### src/rtl/sevseg_pkg.sv
// Shared constants and types for the seven-segment scan path.
// Segment patterns are active-low {g,f,e,d,c,b,a}.
package sevseg_pkg;

  typedef logic [1:0] digit_idx_t;

  localparam logic [6:0] SEG_OFF = 7'h7F;
  localparam logic [3:0] AN_OFF  = 4'hF;

  // Index 15 is the leftmost element of the concatenation, index 0 the rightmost.
  localparam logic [15:0][6:0] SEG_LUT = {
    7'h0E, 7'h06, 7'h21, 7'h46,   // F E d C
    7'h03, 7'h08, 7'h10, 7'h00,   // b A 9 8
    7'h78, 7'h02, 7'h12, 7'h19,   // 7 6 5 4
    7'h30, 7'h24, 7'h79, 7'h40    // 3 2 1 0
  };

  function automatic logic [3:0] an_onecold(input digit_idx_t idx);
    logic [3:0] onehot;
    onehot = 4'b0001 << idx;
    return ~onehot;
  endfunction

  // A digit is a leading zero when it and every more significant digit are zero.
  function automatic logic lz_blank(input digit_idx_t idx,
                                    input logic [3:0] v2,
                                    input logic [3:0] v3,
                                    input logic [3:0] v4);
    logic blank;
    blank = 1'b0;
    case (idx)
      2'd3:    blank = (v4 == 4'h0);
      2'd2:    blank = (v4 == 4'h0) && (v3 == 4'h0);
      2'd1:    blank = (v4 == 4'h0) && (v3 == 4'h0) && (v2 == 4'h0);
      default: blank = 1'b0;
    endcase
    return blank;
  endfunction

endpackage

### src/rtl/sevseg_hex_decode.sv
// Combinational hex digit to active-low seven-segment pattern lookup.
module sevseg_hex_decode
  import sevseg_pkg::*;
(
  input  logic [3:0] hex,
  output logic [6:0] seg
);

  always_comb begin
    seg = SEG_LUT[hex];
  end

endmodule

### src/rtl/sevseg_scan_driver.sv
// Time-multiplexed common-anode driver for four hex digits with dead time,
// leading-zero blanking and blink of the digit under edit.
module sevseg_scan_driver
  import sevseg_pkg::*;
#(
  parameter int REFRESH_BITS = 18,
  parameter int DEAD_CYCLES  = 16,
  parameter int BLINK_BITS   = 26
) (
  input  logic       clk,
  input  logic       rst_n,
  input  logic [3:0] value1,
  input  logic [3:0] value2,
  input  logic [3:0] value3,
  input  logic [3:0] value4,
  input  logic [1:0] sel,
  input  logic       edit_en,
  input  logic       blank_lz,
  output logic [3:0] an,
  output logic [6:0] seg,
  output logic       dp,
  output logic       frame_tick
);

  localparam logic [REFRESH_BITS-1:0] DEAD_LIM = REFRESH_BITS'(DEAD_CYCLES);

  logic [REFRESH_BITS-1:0] presc_q, presc_d;
  digit_idx_t              idx_q, idx_d;
  logic [BLINK_BITS-1:0]   blink_q, blink_d;
  logic [3:0]              digit_q, digit_d;
  logic                    lz_q, lz_d;
  logic [3:0]              an_q, an_d;
  logic [6:0]              seg_q, seg_d;
  logic                    tick_q, tick_d;

  logic       slot_start;
  logic       presc_wrap;
  logic [3:0] cap_digit;
  logic       cap_lz;
  logic       dead;
  logic       blink_dark;
  logic       dark;
  logic [6:0] dec_seg;

  sevseg_hex_decode u_decode (
    .hex (digit_d),
    .seg (dec_seg)
  );

  always_comb begin
    cap_digit = value1;
    case (idx_q)
      2'd0:    cap_digit = value1;
      2'd1:    cap_digit = value2;
      2'd2:    cap_digit = value3;
      default: cap_digit = value4;
    endcase
  end

  always_comb begin
    slot_start = (presc_q == '0);
    presc_wrap = (presc_q == '1);
    presc_d    = presc_q + 1'b1;
    idx_d      = presc_wrap ? digit_idx_t'(idx_q + 2'd1) : idx_q;
    tick_d     = presc_wrap && (idx_q == 2'd3);
    blink_d    = blink_q + 1'b1;

    cap_lz  = blank_lz && lz_blank(idx_q, value2, value3, value4);
    // digit_d/lz_d double as the effective values for this slot, so the
    // freshly captured digit is shown even if the dead time were zero.
    digit_d = slot_start ? cap_digit : digit_q;
    lz_d    = slot_start ? cap_lz    : lz_q;

    dead       = (presc_q < DEAD_LIM);
    blink_dark = edit_en && (idx_q == sel) && blink_q[BLINK_BITS-1];
    dark       = dead || lz_d || blink_dark;

    an_d  = dark ? AN_OFF  : an_onecold(idx_q);
    seg_d = dark ? SEG_OFF : dec_seg;
  end

  always_ff @(posedge clk or negedge rst_n) begin
    if (!rst_n) begin
      presc_q <= '0;
      idx_q   <= 2'd0;
      blink_q <= '0;
      digit_q <= 4'h0;
      lz_q    <= 1'b1;
      an_q    <= AN_OFF;
      seg_q   <= SEG_OFF;
      tick_q  <= 1'b0;
    end else begin
      presc_q <= presc_d;
      idx_q   <= idx_d;
      blink_q <= blink_d;
      digit_q <= digit_d;
      lz_q    <= lz_d;
      an_q    <= an_d;
      seg_q   <= seg_d;
      tick_q  <= tick_d;
    end
  end

  assign an         = an_q;
  assign seg        = seg_q;
  assign dp         = 1'b1;
  assign frame_tick = tick_q;

endmodule

### config.mk
export PLATFORM = sky130hd
export DESIGN_NAME = sevseg_scan_driver
export DESIGN_NICKNAME = d
export VERILOG_FILES = /design/src/rtl/sevseg_pkg.sv /design/src/rtl/sevseg_hex_decode.sv /design/src/rtl/sevseg_scan_driver.sv
export SDC_FILE = /design/constraint.sdc
export NUM_CORES = 1
export LEC_CHECK = 0
export ABC_AREA = 1
export CORE_MARGIN = 1
export CORE_UTILIZATION = 39
export DETAILED_ROUTE_END_ITERATION = 10
export PLACE_DENSITY_LB_ADDON = 0.1
export REMOVE_ABC_BUFFERS = 1
export SLEW_MARGIN = 20
export SYNTH_ARGS = -nofsm -noshare
export SYNTH_HDL_FRONTEND = slang
export SYNTH_SLANG_ARGS = --single-unit
### constraint.sdc
create_clock -name clk -period 2.35 [get_ports clk]
set_input_delay 0.235 -clock clk [delete_from_list [all_inputs] [get_ports clk]]
set_output_delay 0.235 -clock clk [all_outputs]
set_load 0.02 [all_outputs]
# Word level (Yosys, flattened, before mapping)
# Memory sizes are Yosys's and may differ from the RTL's.
# Index checks and enable logic that the tools add are counted.
totals:
  n_memories: 1
  word_cells: 41
  regBits: 63
  latchBits: 0
  out_inout_bits: 13
  mem_bits_ro: 112
  input_bits: 22
  mem_bits_rw: 0
classes:
  bitwise_logic: 1
  n_lt_le_gt_ge: 2
  mul: 0
  addsub: 3
  eq_ne: 5
  n_mux: 7
  div_mod_pow: 0
  reduce_logical: 13
  shifts: 1
memory_table:
  columns: ["memory", "depth", "word_bits", "rd", "rd_clocked_by_memory_dff", "write_ports", "line", "source"]
  rows:
  - ["(name not given)", 16, 7, 1, 0, 0, "sevseg_hex_decode.sv:10", "seg = SEG_LUT[hex];"]
op_table:
  columns: ["cell", "count"]
  rows:
  - ["26-bit by 1-bit adder with 26-bit output, second input constant", 1]
  - ["18-bit by 1-bit adder with 18-bit output, second input constant", 1]
  - ["18-bit equality test, second input constant", 1]
  - ["18-bit zero test", 1]
  - ["18-bit by 5-bit less-than comparator with 1-bit output, second input constant", 1]
  - ["7-bit two-way mux", 2]
  - ["4-bit zero test", 3]
  - ["4-bit one-hot mux with 3 select lines", 1]
  - ["4-bit two-way mux", 2]
  - ["1-bit logical AND", 6]
  - ["4-bit by 5-bit less-than comparator with 1-bit output, second input constant", 1]
  - ["2-bit equality test, second input constant", 2]
  - ["4-bit NOT", 1]
  - ["1-bit by 2-bit left shift with 4-bit output, first input constant", 1]
  - ["1-bit one-hot mux with 3 select lines", 1]
  - ["2-bit by 1-bit adder with 2-bit output, second input constant", 1]
  - ["2-bit by 1-bit equality test with 1-bit output, second input constant", 1]
  - ["2-bit equality test", 1]
  - ["2-bit zero test", 1]
  - ["1-bit logical OR", 2]
  - ["1-bit two-way mux", 1]

# Depth between registers and ports, before layout
# Gate-level depths: netlist of the first run.
depth:
  ltp_word: 9
  ltp_mapped: 13
  ltp_nobuf: 13

# Cells and area by module
# From an unflattened synthesis of the first run, not the netlist that was laid out.
hier_totals:
  hier_cells: 405
  hier_area_um2: 3544.6
by_module_without_submodules:
  columns: ["module", "cells_per_inst", "seq_area_each_um2", "instances", "area_per_inst_um2"]
  rows:
  - ["sevseg_scan_driver", 356, 1591.5, 1, 3270.6]
  - ["sevseg_hex_decode", 49, 0.0, 1, 274.0]

# Worst setup path after synthesis of the first run
# Ideal clock, no wire load.
synth_path:
  path_kind: "register to register"
  start: "register idx_q[0]"
  end: "register seg_q[1] (netlist: seg[1])"
  period_less_slack_ns: 1.874
  arrival_ns: 1.797
  t_required_ns: 2.273
  path_buffers: 0
  setup_ns: 0.077
  setup_slack_ns: 0.476
  stages_incl_launch_ff: 13
  path_cell_list: "dfrtp_1 inv_1 ha_1 nand2_1 nand4_1 o21ai_0 o21ai_2 inv_2 ha_1 nand2_1 nor2_1 nor2_1 nand2_1"
synth_via:
  elab_cells_between_ends: 17
  cone_classes: "4 x eq/ne; 6 x mux; 6 x reduce/logical; 1 x memory"
synth_rtl:
  columns: ["item", "line", "source"]
  rows:
  - ["start, declared", "sevseg_scan_driver.sv:28", "digit_idx_t idx_q, idx_d;"]
  - ["start signal, assigned", "sevseg_scan_driver.sv:94", "idx_q <= idx_d;"]
  - ["2-bit equality test, or another cell as far along", "sevseg_scan_driver.sv:52", "case (idx_q)"]
  - ["4-bit one-hot mux with 3 select lines (*)", "sevseg_scan_driver.sv:52", null]
  - ["4-bit two-way mux (*)", "sevseg_scan_driver.sv:71", "digit_d = slot_start ? cap_digit : digit_q;"]
  - ["net digit_d[0]", "sevseg_scan_driver.sv:30", "logic [3:0] digit_q, digit_d;"]
  - ["memory read 16 x 7 bit (*)", null, null]
  - ["7-bit two-way mux (not written as such) (*)", "sevseg_hex_decode.sv:10", null]
  - ["7-bit two-way mux (*)", "sevseg_scan_driver.sv:79", "seg_d = dark ? SEG_OFF : dec_seg;"]
  - ["net seg_d[1]", "sevseg_scan_driver.sv:33", "logic [6:0] seg_q, seg_d;"]
  - ["end signal, assigned", "sevseg_scan_driver.sv:99", "seg_q <= seg_d;"]
  - ["end, declared", "sevseg_scan_driver.sv:33", null]
# Mark *: on every way through the listed nets, which the timed path passes. The rest lies on a longest branch. The select of a mux whose other input is x is not followed.
# A chain may end at the register's enable or synchronous reset.

# Worst setup path in the final report of the first run
layout_path:
  start: "register idx_q[1]"
  end: "register seg_q[1] (netlist: seg[1])"
# Same word-level chain as after synthesis.

==> results of run 1 <==
==> synthesized netlist by cell type <==
master / instances / share of area [%]
nand4_2: 2 / 0.72
nand2_1: 97 / 10
nand4_1: 9 / 1.6
inv_2: 4 / 0.43
dfstp_2: 12 / 9.1
nor3_1: 5 / 0.72
o21ai_0: 3 / 0.43
conb_1: 1 / 0.11
a21oi_1: 3 / 0.43
ha_1: 14 / 5.0
o2111ai_1: 1 / 0.25
o21bai_1: 1 / 0.22
nand2_4: 1 / 0.32
buf_4: 1 / 0.22
nor2_2: 11 / 2.0
nand3_1: 31 / 4.5
nor2_4: 1 / 0.32
nor4_1: 5 / 0.90
nor2_1: 35 / 3.8
nand3_2: 7 / 2.0
xnor2_1: 12 / 3.0
nor3_2: 3 / 0.86
xor2_1: 27 / 6.8
inv_1: 46 / 5.0
nand2_2: 4 / 0.72
o21ai_4: 1 / 0.47
or2_2: 2 / 0.36
dfrtp_1: 51 / 37
inv_4: 1 / 0.18
o21ai_1: 2 / 0.29
nand3_4: 1 / 0.50
o21ai_2: 1 / 0.25
nor3_4: 3 / 1.4
==> what timing repair did <==
item | 4_1_cts | 5_1_grt
hold endpoints to repair | 23 | 0
hold buffers | 1 | 0
setup endpoints to repair | 0 | 1
gates resized for setup | 0 | 2
==> registers in the layout (all words and copies together), names as in the netlist <==
register / cells
digit_q: 4
presc_q: 18
idx_q: 2
lz_q: 1
an: 4
blink_q: 26
frame_tick: 1
seg: 7
==> area by class of cell <==
class	instances	area, um^2	area share, %
multi-input combinational	283	1690	40.6
sequential	63	1590	38.2
timing repair buffer	35	355	8.53
inverter	51	194	4.65
clock buffer	13	159	3.81
tap	108	135	3.24
clock inverter	3	42.5	1.02
==> power by group <==
group	internal (uW)	total [uW]	switching [uW]
registers	1110	1110	3.73
clock network	547	964	416
logic	73.4	160	86.4
==> kinds of logic (layout without fill, tap and decap cells) <==
logic type      Yosys count  count (layout)  share of synthesized area [%]
flops                    63              63                           45.8
fa+ha+maj                14              14                           5.04
other cells               1               1                          0.108
simple gates            217             217                           31.2
compound gates           12              12                           2.34
buf+inv                  52             102                           5.79
xor+xnor                 39              39                           9.82
==> cell usage in the layout (no fill, tap or decap), types with 2 or more instances in the layout <==
cell type and instances:
ha_1 12, nor2_2 11, clkbuf_1 2, inv_2 4
dfrtp_1 51, nand4_2 2, nand2_2 4, o21ai_1 2
inv_1 46, nor3_2 3, clkbuf_8 11, nand3_1 31
nor3_1 5, or2_2 2, dfstp_2 12, nand4_1 9
xor2_1 27, clkdlybuf4s50_1 32, nor2_1 35, nor4_1 5
xnor2_1 12, a21oi_1 3, ha_2 2, nand3_2 7
nand2_1 97, nor3_4 3, o21ai_0 3
==> critical path: stages (launching register included) <==
cell and delay [ns]:
dfrtp_1 0.43, inv_1 0.16, ha_1 0.28, nand2_1 0.08
nand4_1 0.08, o21ai_0 0.10, o21ai_2 0.24, inv_2 0.10
ha_1 0.30, nand2_1 0.09, nor2_1 0.04, nor2_1 0.07
nand2_1 0.06
==> layer usage <==
metal  track usage [%]  part of all wire, %  vias to the layer above
met3              3.91                  5.8                       10
li1                  -                    -                     1350
met5                 0                    0                        -
met4              6.99                  1.5                        0
met1              22.6                   50                     1154
met2              25.3                   43                       58
==> worst paths after layout <==
path                                         end                  from  slack [ns]
hold reg to reg             presc_q[0]$_DFF_PN0_  presc_q[0]$_DFF_PN0_        0.47
setup / recovery                seg[1]$_DFF_PN1_  idx_q[1]$_DFFE_PN0N_        0.24
setup reg to reg                seg[1]$_DFF_PN1_  idx_q[1]$_DFFE_PN0N_        0.24
hold / removal             presc_q[15]$_DFF_PN0_                 rst_n        0.46
min in group clk            presc_q[0]$_DFF_PN0_  presc_q[0]$_DFF_PN0_        0.47
max in group asynchronous       seg[5]$_DFF_PN1_                 rst_n        1.21
==> through the flow <==
step,cell area [um^2],cells
global placement,3950,539
finish,4170,556
global route,4170,556
detailed placement,3950,539
floorplan,3470,397
CTS,4160,556
==> impl_metrics.tcl, run 1 <==
set metrics [dict create \
    dieArea_um2 9300 \
    synth_area_um2 3480 \
    r2r_cells 12 \
    die_w_um 96.4 \
    max-cap-violations 0 \
    cts_inserted_buffers 9 \
    drt_pass1_iterations 4 \
    nFillCells 874 \
    dpl.hpwl_um 5120 \
    worst-endpoint-required_ns 2.62 \
    status "finished clean" \
    io_buffer_count 33 \
    power_leakage_uw 0.00203 \
    grt_pass1_vias 2584 \
    ys_warn_count 0 \
    die_y_um 96.4 \
    vias 2572 \
    row_count 34 \
    ys_seq_elements 63 \
    p_total_uw 2230 \
    start_util_pct 40.1 \
    grt_pass1_wl_um 11700 \
    area_delta_synth_final_pct 19.8 \
    fin_skew_ns 0.0150 \
    dp_slack_ns 0.225 \
    yosysUniqueCellTypes 33 \
    grt_max_degree 37 \
    min_period_ns 2.11 \
    io_pins 35 \
    rsz0062_at_grt "false" \
    vias_per_cell 4.63 \
    antenna_found_initial 0 \
    max_freq_mhz 474 \
    cts_tree "done" \
    utilization_pct 48.0 \
    crit_fanout 6 \
    track_usage_pct 16.6 \
    clkSlewWorstSetupHoldPaths_ns 0.07 \
    cts_setup_buffers 0 \
    drive_above_1_share_pct 16.1 \
    ir_worst_vdd_mv 0.244 \
    timing.final.crit_share_pct 89.7 \
    wirelength_um 6720 \
    cp.arrival_ns 2.38 \
    max-slew-margin-rel_pct 56.8 \
    maxSlewViolCount 0 \
    tightest_slew_ns 0.648 \
    worst-setup-path-type "register to register" \
    powerDensity_nw_per_um2 536 \
    syn_area_per_cell_um2 8.74 \
    synth_seq_area_share_pct 45.8 \
    fin_tns_setup_ns 0 \
    hold_viol 0 \
    fin_hold_ws_ns 0.460 \
    crit_path_start_kind "register" \
    cts_root_buf "clkbuf_8" \
    cts_max_level 3 \
    synth_cells 398 \
    clkLatencyLatePin_ns 0.34 \
    nets 479 \
    drtAntennaViolNets 0 \
    cts_buffer_depth 2 \
    n_antenna_cell 0 \
    hold_path.class "input port to asynchronous set/reset pin" \
    fp.coreArea_um2 8680 \
    post_drt_wl_per_cell_um 12.1 \
    drt_iter0_drc 71 \
    cp-end-kind "register" \
    setup_viol_count_final 0 \
    setup_ws_ns 0.242 \
    cts_sinks 63 \
    grt_overflow 0 \
    drc 0 \
    globalplace.congestion 0.855 \
]
No activity file was read; power rests on OpenSTA's default activity.
==> run 2, diff against run 1 <==
Settings changed: GPL_TIMING_DRIVEN from default to 0.
==> impl_metrics.tcl, run 2 (same netlist as run 1, synthesis figures left out) <==
set metrics [dict create \
    antenna_found_initial 0 \
    start_util_pct 40.1 \
    dieArea_um2 9300 \
    vias_per_cell 4.69 \
    setup_viol_count_final 0 \
    dpl.hpwl_um 5000 \
    nFillCells 885 \
    row_count 34 \
    grt_max_degree 48 \
    use_met1_pct 21.5 \
    drive_above_1_share_pct 17.1 \
    crit_path_start_kind "register" \
    final_cell_mix "nand2_1, dfrtp_1, inv_1, nor2_1, clkdlybuf4s50_1" \
    dp_slack_ns 0.159 \
    io_buffer_count 33 \
    powerDensity_nw_per_um2 525 \
    ir_worst_vdd_mv 0.296 \
    area_delta_synth_final_pct 20.0 \
    clkSlewWorstSetupHoldPaths_ns 0.08 \
    cts_buffer_depth 2 \
    grt_pass1_wl_um 11400 \
    dp_cells 539 \
    reg2reg_slack_ns 0.23 \
    post_drt_wl_per_cell_um 12.1 \
    globalplace.congestion 0.797 \
    drt_pass1_iterations 4 \
    drtAntennaViolNets 0 \
    min_period_ns 2.12 \
    timing.final.crit_share_pct 90.0 \
    clkLatencyLatePin_ns 0.34 \
    busiest_layer "met2" \
    final_cells 557 \
    worst-endpoint-required_ns 2.63 \
    cts_inserted_buffers 9 \
    hold_viol 0 \
    power_leakage_uw 0.00203 \
    final_cell_area_um2 4180 \
    wirelength_um 6730 \
    fin_skew_ns 0.0103 \
    die_w_um 96.4 \
    max_freq_mhz 473 \
    final_common_cell "nand2_1" \
    die_y_um 96.4 \
    grt_use_met3_pct 4.93 \
    hold_path.class "input port to asynchronous set/reset pin" \
    rr_startpoint "idx_q[0]$_DFFE_PN0N_" \
    track_usage_pct 16.3 \
    setup_ws_ns 0.234 \
    grt_overflow 0 \
    n_antenna_cell 0 \
    max-cap-violations 0 \
    regToRegEndpoint "seg[1]$_DFF_PN1_" \
    io_pins 35 \
    status "finished clean" \
    rsz0062_at_grt "false" \
    largest_reg_flops 26 \
    grt_util_met2_pct 25.1 \
    r2r_cells 12 \
    nets 480 \
    cts_max_level 3 \
    drt_iter0_drc 77 \
    cts_tree "done" \
    grt_pass1_vias 2472 \
    fp.coreArea_um2 8680 \
    cp.arrival_ns 2.40 \
    vias 2613 \
    largest-register "blink_q" \
    crit_fanout 6 \
    cts_sinks 63 \
    worst-setup-path-type "register to register" \
    cp-end-kind "register" \
    drc 0 \
    cts_root_buf "clkbuf_8" \
    maxSlewViolCount 0 \
    dpl_cell_area_um2 3960 \
]
[run 2: cell types whose count changed in the layout (fill, tap and decap cells not counted), moves of 2 or more]
cell	delta
inv_1	-2
inv_2	+2
clkbuf_8	-2
clkinv_2	+2
buf_4	+2
[run 2: power by group]
| group | switching (uW) | leakage, uW | internal (uW) |
|---|---|---|---|
| logic | 86.6 | 0.00114 | 76.3 |
| clock network | 435 | 0.0000960 | 486 |
| registers | 3.38 | 0.000800 | 1110 |
[run 2: through the flow]
step	hold WS, ns	TNS (ns)	utilization [%]	total power, uW
after global placement	0.456	-61.18	45.4	1290
after detailed placement	0.127	0	45.6	1290
final	0.296	0	48.1	2190
after global routing	0.315	0	48.1	2310
after floorplan	-0.0606	0	-	1200
after CTS	0.284	0	47.9	2240
[run 2: layout make-up]
cell class	count	area (um^2)	area share [%]
inverters	51	194	4.64
repair buffers	36	373	8.93
clock inverters	6	61.3	1.47
multi-input cells	283	1690	40.5
flip-flops and latches	63	1590	38.1
well taps	108	135	3.24
clock buffers	10	128	3.06
[run 2: worst max-delay path by stage]
stage / from / to / slack, ns / cells after the start
floorplan: idx_q[0]$_DFFE_PN0N_ / seg[1]$_DFF_PN1_ / 0.48 / 12
global placement: rst_n / blink_q[11]$_DFF_PN0_ / -1.12 / 1
detailed placement: idx_q[0]$_DFFE_PN0N_ / seg[1]$_DFF_PN1_ / 0.16 / 12
CTS: idx_q[0]$_DFFE_PN0N_ / seg[1]$_DFF_PN1_ / 0.13 / 12
global route: idx_q[0]$_DFFE_PN0N_ / seg[3]$_DFF_PN1_ / 0.03 / 11
finish: idx_q[0]$_DFFE_PN0N_ / seg[1]$_DFF_PN1_ / 0.23 / 12
[run 2: what timing repair did]
item / 4_1_cts / 5_1_grt
resized for setup: 0 / 5
setup buffers: 0 / 1
endpoints found under the setup margin: 0 / 3
endpoints found under the hold margin: 16 / 0
hold buffers: 1 / 0
[run 2: metal layers]
metal | vias up | part of all wire [%]
li1 | 1347 | -
met1 | 1205 | 49
met2 | 57 | 44
met3 | 4 | 6.1
met4 | 0 | 0.59
met5 | - | 0
[run 2: critical path: stages, from the launching register on]
cell and delay, ns:
dfrtp_1 0.43, inv_2 0.13, ha_2 0.25, nand2_1 0.06, nand4_1 0.10, o21ai_0 0.13
o21ai_2 0.28, inv_2 0.10, ha_1 0.30, nand2_1 0.09, nor2_1 0.04, nor2_1 0.07
nand2_1 0.06
